==> config.mk <==
export PLATFORM = sky130hd
export DESIGN_NAME = adc_frame_packer
export DESIGN_NICKNAME = d
export VERILOG_FILES = /design/src/rtl/adc_link_pkg.sv /design/src/rtl/adc_frame_packer.sv
export SDC_FILE = /design/constraint.sdc
export NUM_CORES = 1
export LEC_CHECK = 0
export CORE_ASPECT_RATIO = 0.5
export CORE_MARGIN = 3
export CORE_UTILIZATION = 47
export DETAILED_ROUTE_END_ITERATION = 6
export HOLD_SLACK_MARGIN = 0.05
export PLACE_DENSITY_LB_ADDON = 0.3
export SLEW_MARGIN = 5
export SYNTH_ARGS = -nofsm -noshare
export SYNTH_HDL_FRONTEND = slang
export SYNTH_SLANG_ARGS = --single-unit
==> constraint.sdc <==
create_clock -name CLK -period 1.8 [get_ports CLK]
set_clock_uncertainty 0.1 [all_clocks]
set_input_delay 0.27 -clock CLK [delete_from_list [all_inputs] [get_ports CLK]]
set_output_delay 0.27 -clock CLK [all_outputs]
set_load 0.01 [all_outputs]
==> src/rtl/adc_link_pkg.sv <==
// Shared definitions for the ADC host link: frame packer states, framing constants
// and host command codes used by the packer and the command parser.
package adc_link_pkg;

    typedef enum logic [3:0] {
        StIdle,
        StSyncA,
        StSyncB,
        StLenL,
        StLenH,
        StRdReq,
        StRdWait,
        StDatL,
        StDatH,
        StCsum,
        StDone
    } packerState_t;

    localparam logic [7:0]  SYNC0_DEFAULT = 8'hA5;
    localparam logic [7:0]  SYNC1_DEFAULT = 8'h5A;
    localparam int unsigned FRAME_HDR_LEN = 4;

    typedef enum logic [7:0] {
        CmdNop     = 8'h00,
        CmdArm     = 8'h01,
        CmdAbort   = 8'h02,
        CmdReadout = 8'h03,
        CmdStatus  = 8'h04
    } hostCmd_t;

endpackage

==> src/rtl/adc_frame_packer.sv <==
// Reads the captured sample RAM and emits a framed, handshaked byte stream for the FT245
// driver. Define FRAME_CHECKSUM_EN to append an XOR checksum byte after the payload.
module adc_frame_packer
    import adc_link_pkg::*;
#(
    parameter int unsigned ADDR_W = 10,
    parameter logic [7:0]  SYNC0  = SYNC0_DEFAULT,
    parameter logic [7:0]  SYNC1  = SYNC1_DEFAULT
) (
    input  logic              CLK,
    input  logic              RST,
    input  logic              START,
    input  logic [ADDR_W-1:0] LAST_ADDR,
    output logic [ADDR_W-1:0] RAM_RD_ADDR,
    input  logic [15:0]       RAM_RD_DATA,
    output logic [7:0]        TX_DATA,
    output logic              TX_VALID,
    input  logic              TX_READY,
    output logic              BUSY,
    output logic              FRAME_DONE
);

    localparam logic [ADDR_W-1:0] ADDR_ONE = {{(ADDR_W-1){1'b0}}, 1'b1};

    packerState_t      stateQ, stateD;
    logic [15:0]       lenQ, lenD;
    logic [ADDR_W-1:0] lastAddrQ, lastAddrD;
    logic [ADDR_W-1:0] addrQ, addrD;
    logic [15:0]       wordQ, wordD;
    logic              xfer;

`ifdef FRAME_CHECKSUM_EN
    logic [7:0] csumQ, csumD;
`endif

    assign xfer        = TX_VALID && TX_READY;
    assign RAM_RD_ADDR = addrQ;

    always_comb begin
        stateD    = stateQ;
        lenD      = lenQ;
        lastAddrD = lastAddrQ;
        addrD     = addrQ;
        wordD     = wordQ;
        unique case (stateQ)
            StIdle: begin
                if (START) begin
                    lenD      = 16'(LAST_ADDR) + 16'd1;
                    lastAddrD = LAST_ADDR;
                    addrD     = '0;
                    stateD    = StSyncA;
                end
            end
            StSyncA: if (xfer) stateD = StSyncB;
            StSyncB: if (xfer) stateD = StLenL;
            StLenL:  if (xfer) stateD = StLenH;
            StLenH:  if (xfer) stateD = StRdReq;
            StRdReq: stateD = StRdWait;
            StRdWait: begin
                wordD  = RAM_RD_DATA;
                stateD = StDatL;
            end
            StDatL:  if (xfer) stateD = StDatH;
            StDatH: begin
                if (xfer) begin
                    if (addrQ == lastAddrQ) begin
`ifdef FRAME_CHECKSUM_EN
                        stateD = StCsum;
`else
                        stateD = StDone;
`endif
                    end else begin
                        addrD  = addrQ + ADDR_ONE;
                        stateD = StRdReq;
                    end
                end
            end
            StCsum:  if (xfer) stateD = StDone;
            StDone:  stateD = StIdle;
            default: stateD = StIdle;
        endcase
    end

    // Outputs decode straight from registered state so TX_DATA holds while stalled.
    always_comb begin
        TX_VALID = 1'b0;
        TX_DATA  = 8'h00;
        unique case (stateQ)
            StSyncA: begin TX_VALID = 1'b1; TX_DATA = SYNC0;        end
            StSyncB: begin TX_VALID = 1'b1; TX_DATA = SYNC1;        end
            StLenL:  begin TX_VALID = 1'b1; TX_DATA = lenQ[7:0];    end
            StLenH:  begin TX_VALID = 1'b1; TX_DATA = lenQ[15:8];   end
            StDatL:  begin TX_VALID = 1'b1; TX_DATA = wordQ[7:0];   end
            StDatH:  begin TX_VALID = 1'b1; TX_DATA = wordQ[15:8];  end
`ifdef FRAME_CHECKSUM_EN
            StCsum:  begin TX_VALID = 1'b1; TX_DATA = csumQ;        end
`endif
            default: begin TX_VALID = 1'b0; TX_DATA = 8'h00;        end
        endcase
    end

    assign BUSY       = (stateQ != StIdle) && (stateQ != StDone);
    assign FRAME_DONE = (stateQ == StDone);

    always_ff @(posedge CLK) begin
        if (RST) begin
            stateQ    <= StIdle;
            lenQ      <= '0;
            lastAddrQ <= '0;
            addrQ     <= '0;
            wordQ     <= '0;
        end else begin
            stateQ    <= stateD;
            lenQ      <= lenD;
            lastAddrQ <= lastAddrD;
            addrQ     <= addrD;
            wordQ     <= wordD;
        end
    end

`ifdef FRAME_CHECKSUM_EN
    // Sync bytes are excluded; the running XOR covers length and payload only.
    always_comb begin
        csumD = csumQ;
        if (stateQ == StIdle && START) begin
            csumD = '0;
        end else if (xfer && (stateQ inside {StLenL, StLenH, StDatL, StDatH})) begin
            csumD = csumQ ^ TX_DATA;
        end
    end

    always_ff @(posedge CLK) begin
        if (RST) begin
            csumQ <= '0;
        end else begin
            csumQ <= csumD;
        end
    end
`endif

endmodule

==> impl_metrics.env, run 1 <==
export IMPL_synth_seq_area_share_pct=38.8
export IMPL_syn_area_um2=2630
export IMPL_p_total_mw=5.23
export IMPL_ys_seq_elements=51
export IMPL_wl_met1_um=4510
export IMPL_worst_pin_slew_ns=0.536
export IMPL_max_cap_viol_count=0
export IMPL_synth_top_area_share_pct=38.8
export IMPL_violations="setup timing"
export IMPL_final_setup_viol_count=45
export IMPL_sw_frac_of_total_pct=41.7
export IMPL_worstSetupEndpointType="register"
export IMPL_final_hold_viol_count=0
export IMPL_dpl_hpwl_um=5680
export IMPL_grt_max_degree=28
export IMPL_hp_class="register to register"
export IMPL_power_density_nw_per_um2=1170
export IMPL_placed_cells_incl_taps=509
export IMPL_initial_core_util_pct=51.1
export IMPL_critical_path_class="register to register"
export IMPL_setup_tns_ns=-7.18
export IMPL_final_cell_mix="buf_4 (54), nand2_1 (43), dfxtp_1 (41)"
export IMPL_p_leak_nw=1.80
export IMPL_antenna_found_initial=0
export IMPL_die_y_um=58.9
export IMPL_core_area_um2=5160
export IMPL_rows=18
export IMPL_place_area_um2=3620
export IMPL_die_w_um=112
export IMPL_wl_met3_um=1250
export IMPL_wl_um=11900
export IMPL_routed_top_layer="met4"
export IMPL_finalWorstSetupSlack_ns=-0.280
export IMPL_cts_sinks=51
export IMPL_critPathMostFrequentCell="buf_6"
export IMPL_wl_per_cell_um=22.0
export IMPL_place_congestion=0.941
export IMPL_p_sw_mw=2.18
export IMPL_synth_nets=386
export IMPL_rsz0062_at_grt="yes"
export IMPL_clkTransAtPathRegs_ns=0.10
export IMPL_overflow=0
export IMPL_dr_pass1_iters=5
export IMPL_htree_levels=2
export IMPL_final_core_util_pct=86.8
export IMPL_slowest_delay_ns=0.38
export IMPL_cts_hold_buffers=0
export IMPL_met2_length_um=5510
export IMPL_final_common_cell="buf_4"
export IMPL_worstPathRequired_ns=1.95
export IMPL_synth_cells=354
export IMPL_drive_gt1_share_pct=43.7
export IMPL_drc_errors=0
export IMPL_yosys_cell_types_count=42
export IMPL_portBuffers=50
export IMPL_p_seq_share_pct=28.3
export IMPL_fmax_ghz=0.481
export IMPL_maxSlewViolCount=0
export IMPL_maxSlewHeadroom_pct=64.2
export IMPL_synthTopCellsByArea="dfxtp_1 (39%), nand2_1 (10%), a21oi_1 (9.7%)"
export IMPL_grt_pass1_wl_um=15900
export IMPL_track_usage_pct=30.7
export IMPL_cts_buffers=5
export IMPL_final_cell_area_um2=4480
export IMPL_root_buffer="clkbuf_8"
export IMPL_drt_antenna_violating_nets=0
export IMPL_comb_power_share_pct=56.8
export IMPL_critPathSlowestCell="or3_4"
export IMPL_cts_tree="yes"
export IMPL_p_clk_share_pct=14.9
export IMPL_num_vias=3428
export IMPL_place_ws_ns=-0.341
export IMPL_clock_latency_ns=0.33
export IMPL_first_iter_violations=428
export IMPL_diodes=0
export IMPL_clock_path_buffers=2
export IMPL_period_minus_slack_ns=2.08
export IMPL_crit_family="simple AND/OR/NAND/NOR gates"
export IMPL_grt_pass1_vias=3199
export IMPL_path_max_fanout=8
export IMPL_area_delta_synth_final_pct=69.9
export IMPL_holdWs_ns=0.367
export IMPL_num_nets_final=500
export IMPL_worst_path_buf_inv=2
export IMPL_arrival_ns=2.23
export IMPL_syn_area_per_cell_um2=7.44
export IMPL_viasPerCell=6.36
export IMPL_crit_chain="buf_6 -> or3_4 -> buf_6 -> a21oi_4 -> nand4_1 -> or3_1 -> a21oi_1"
export IMPL_yosys_warnings=0
export IMPL_p_int_mw=3.05
export IMPL_start_kind="register"
export IMPL_ir_drop_mv=0.865
export IMPL_status="finished, violations left"
export IMPL_dieArea_um2=6590
export IMPL_timing_final_crit_share_pct=116
export IMPL_yosys_area_top_type="dfxtp_1"
export IMPL_boundaryPins=51
export IMPL_stdcell_count=539
-- metal layers --
layer	vias up	track usage, %
met5	-	0
met4	0	14.4
met3	74	6.37
met2	282	55.5
met1	1607	35.8
li1	1465	-
-- worst reg2reg max path, delay by kind of cell (launching register included) --
kind	cells	cell delay, ns
simple gates	3	0.89
compound gates	2	0.38
buf+inv	2	0.28
flops	1	0.36
-- flip-flops by register name, indices dropped and copies added (netlist names) --
register     count
RAM_RD_ADDR     10
lenQ            11
stateQ           4
lastAddrQ       10
wordQ           16
-- what timing repair did --
item	CTS	global route
pin swaps	55	39
setup buffers	14	6
endpoints found under the setup margin	40	50
resized for setup	136	81
cloned	4	0
-- cells by family after synthesis --
| logic type | share of synthesized area (%) |
|---|---|
| adder cells (fa/ha/maj) | 0.950 |
| flip-flops | 38.8 |
| XOR/XNOR | 5.65 |
| AND/OR/NAND/NOR | 27.1 |
| buffers and inverters | 5.37 |
| AO/OA/AOI/OAI | 22.2 |
-- power groups by stage --
stage | Sequential (mW) | Combinational [mW] | Clock (mW)
5_1_grt | 1.49 | 3.08 | 0.817
2_1_floorplan | 1.38 | 0.950 | 0
3_3_place_gp | 1.40 | 1.81 | 0
3_5_place_dp | 1.41 | 1.86 | 0
6_report | 1.48 | 2.97 | 0.779
4_1_cts | 1.42 | 2.37 | 0.738
-- layout make-up --
cell class | count | area, um^2
multi-input combinational | 271 | 1960
timing repair buffer | 131 | 1260
sequential | 51 | 1040
fill | 227 | 682
clock buffer | 7 | 96.3
tap | 70 | 87.6
inverter | 8 | 30.0
clock inverter | 1 | 7.51
-- synth_stat cells (all sizes together) --
cell    instances
buf             9
or3b            1
a22o            2
nand2          72
or3            11
nor2           23
nor3b           2
ha              2
o311ai          1
or2             1
o22ai           1
nand3          10
o221ai          1
inv             8
o31ai           1
o21bai          1
o211ai          1
and3            8
nand2b          4
xor2           14
a21o            2
nor4            3
xnor2           3
nand4           9
or4             1
clkbuf         15
and2            2
a21oi          53
nor3            1
o21ai          22
a211oi          8
a31oi           6
dfxtp          51
nor4b           2
and4            1
a311oi          2
-- path summary, 6_finish.rpt --
| path | from | to | slack (ns) | cells past startpoint |
|---|---|---|---|---|
| max | stateQ[2] | RAM_RD_ADDR[4] | -0.28 | 7 |
| min | wordQ[10] | wordQ[10] | 0.37 | 2 |
| max reg2reg | stateQ[2] | RAM_RD_ADDR[4] | -0.28 | 7 |
| min reg2reg | wordQ[10] | wordQ[10] | 0.37 | 2 |
Power figures use the tool's default switching activity.
==> inputs of run 2 (changes only) <==
--- a/config.mk
+++ b/config.mk
@@ -11,7 +11,9 @@
 export DETAILED_ROUTE_END_ITERATION = 6
 export HOLD_SLACK_MARGIN = 0.05
 export PLACE_DENSITY_LB_ADDON = 0.3
+export RECOVER_POWER = 50
 export SLEW_MARGIN = 5
 export SYNTH_ARGS = -nofsm -noshare
 export SYNTH_HDL_FRONTEND = slang
 export SYNTH_SLANG_ARGS = --single-unit
+export TNS_END_PERCENT = 50
==> run 2 against run 1 <==
  * The run still ends with setup timing left
  * Sequential share of layout area up 2.2 points
  * Flip-flop and latch count unchanged
  * Clock power down 3.9%
  * Critical path type is now register to output port
  * Critical endpoint is now TX_DATA[4]
==> impl_metrics.env, run 2 (synthesis gave the netlist of run 1 again) <==
export IMPL_timing_final_crit_share_pct=112
export IMPL_p_int_mw=2.72
export IMPL_maxSlewViolCount=0
export IMPL_final_hold_viol_count=0
export IMPL_sw_frac_of_total_pct=39.6
export IMPL_min_path_cells=2
export IMPL_initial_core_util_pct=51.1
export IMPL_max_cap_viol_count=0
export IMPL_htree_levels=2
export IMPL_final_cell_area_um2=4090
export IMPL_critPathMostFrequentCell="buf_6"
export IMPL_clkTransAtPathRegs_ns=0.10
export IMPL_worstSetupEndpointType="output port"
export IMPL_final_cell_mix="nand2_1 (62), buf_4 (55), dfxtp_1 (42)"
export IMPL_slowest_delay_ns=0.40
export IMPL_dr_pass1_iters=5
export IMPL_boundaryPins=51
export IMPL_placed_cells_incl_taps=509
export IMPL_cts_tree="yes"
export IMPL_fmax_ghz=0.495
export IMPL_grt_pass1_vias=2859
export IMPL_maxSlewHeadroom_pct=65.6
export IMPL_path_max_fanout=8
export IMPL_num_nets_final=491
export IMPL_routed_top_layer="met4"
export IMPL_met2_length_um=4330
export IMPL_finalWorstSetupSlack_ns=-0.222
export IMPL_p_leak_nw=1.64
export IMPL_worstPathRequired_ns=1.43
export IMPL_wl_per_cell_um=17.1
export IMPL_power_density_nw_per_um2=1100
export IMPL_p_total_mw=4.49
export IMPL_dpl_hpwl_um=5680
export IMPL_final_setup_viol_count=39
export IMPL_period_minus_slack_ns=2.02
export IMPL_area_delta_synth_final_pct=55.2
export IMPL_grt_max_degree=28
export IMPL_track_usage_pct=25.7
export IMPL_r2r_cells=7
export IMPL_place_congestion=0.941
export IMPL_overflow=0
export IMPL_grt_pass1_wl_um=13600
export IMPL_critical_path_depth=7
export IMPL_crit_chain="nor4b_4 -> buf_4 -> buf_6 -> buf_6 -> nand2_4 -> o21ai_2 -> buf_2"
export IMPL_cts_buffers=5
export IMPL_antenna_found_initial=0
export IMPL_die_w_um=112
export IMPL_wl_met3_um=735
export IMPL_final_core_util_pct=79.2
export IMPL_drt_antenna_violating_nets=0
export IMPL_diodes=0
export IMPL_wl_met1_um=3670
export IMPL_hold_start="lastAddrQ[4]"
export IMPL_worst_pin_slew_ns=0.515
export IMPL_crit_family="buffers and inverters"
export IMPL_p_clk_share_pct=16.7
export IMPL_drive_gt1_share_pct=34.3
export IMPL_worst_path_buf_inv=4
export IMPL_dieArea_um2=6590
export IMPL_ir_drop_mv=0.732
export IMPL_timing_rr_start="stateQ[2]"
export IMPL_rows=18
export IMPL_viasPerCell=5.84
export IMPL_start_kind="register"
export IMPL_status="finished, violations left"
export IMPL_place_ws_ns=-0.341
export IMPL_crit_start="stateQ[1]"
export IMPL_die_y_um=58.9
export IMPL_regMostFlops="wordQ"
export IMPL_core_area_um2=5160
export IMPL_root_buffer="clkbuf_8"
export IMPL_portBuffers=50
export IMPL_comb_power_share_pct=51.3
export IMPL_clock_path_buffers=2
export IMPL_first_iter_violations=235
export IMPL_wl_um=9070
export IMPL_top_regs="wordQ x16, lenQ x11"
export IMPL_cts_hold_buffers=0
export IMPL_p_seq_share_pct=32.0
export IMPL_cts_sinks=51
export IMPL_critPathSlowestCell="dfxtp_4"
export IMPL_arrival_ns=1.65
export IMPL_p_sw_mw=1.78
export IMPL_largest_reg_flops=16
export IMPL_place_area_um2=3620
export IMPL_final_common_cell="nand2_1"
export IMPL_clock_latency_ns=0.32
export IMPL_hp_class="register to register"
export IMPL_critical_path_class="register to output port"
export IMPL_drc_errors=0
export IMPL_rsz0062_at_grt="yes"
export IMPL_num_vias=3095
export IMPL_violations="setup timing"
export IMPL_stdcell_count=530
-- run 2: cell count changes in the layout (fill, tap and decap cells not counted), moves of 4 or more --
cell	delta
o21ai_1	-4
a211oi_2	-4
nand2_4	-14
nor2_1	+5
nand2_1	+19
a21oi_2	-8
a21oi_1	+10
nand2_2	-5
a211oi_1	+4
nor2_4	-5
buf_8	-4
-- run 2: power by group through the flow --
stage	clock network [mW]	registers (mW)	logic, mW
2_1_floorplan	0	1.38	0.950
3_3_place_gp	0	1.40	1.81
3_5_place_dp	0	1.41	1.86
4_1_cts	0.738	1.41	1.99
5_1_grt	0.803	1.45	2.45
6_report	0.749	1.44	2.30
-- run 2: cell type report --
class	instances	area, um^2
fill	324	1070
inverter	8	30.0
timing repair buffer	122	1110
sequential	51	1040
clock inverter	1	7.51
clock buffer	7	96.3
multi-input combinational	271	1720
tap	70	87.6
-- run 2: layer usage --
metal,vias to the layer above,global-route usage (%)
met1,1433,31.1
met3,37,6.37
met4,0,9.36
met5,-,0
met2,174,45.4
li1,1451,-
-- run 2: worst paths after layout --
kind,endpoint,slack [ns]
setup reg to reg,RAM_RD_ADDR[9],-0.22
hold / removal,lastAddrQ[4],0.36
hold reg to reg,lastAddrQ[4],0.36
setup / recovery,TX_DATA[4],-0.22
-- run 2: stage by stage --
step	TNS (ns)	hold WS [ns]
floorplan	0	0.306
global placement	-4.02	0.344
detailed placement	-5.44	0.349
CTS	-2.69	0.362
global route	-6.97	0.385
finish	-5.01	0.364
-- run 2: what timing repair did --
item,in CTS,in global routing
pin swaps,24,23
cloned,0,2
endpoints found under the setup margin,40,47
resized for setup,93,45
setup buffers,9,2
endpoints found under the hold margin,0,0
-- run 2: worst min-delay path, cell delays in order (launching register included) --
cell and delay (ns):
dfxtp_2 0.33, nand2_1 0.05, a21oi_1 0.05
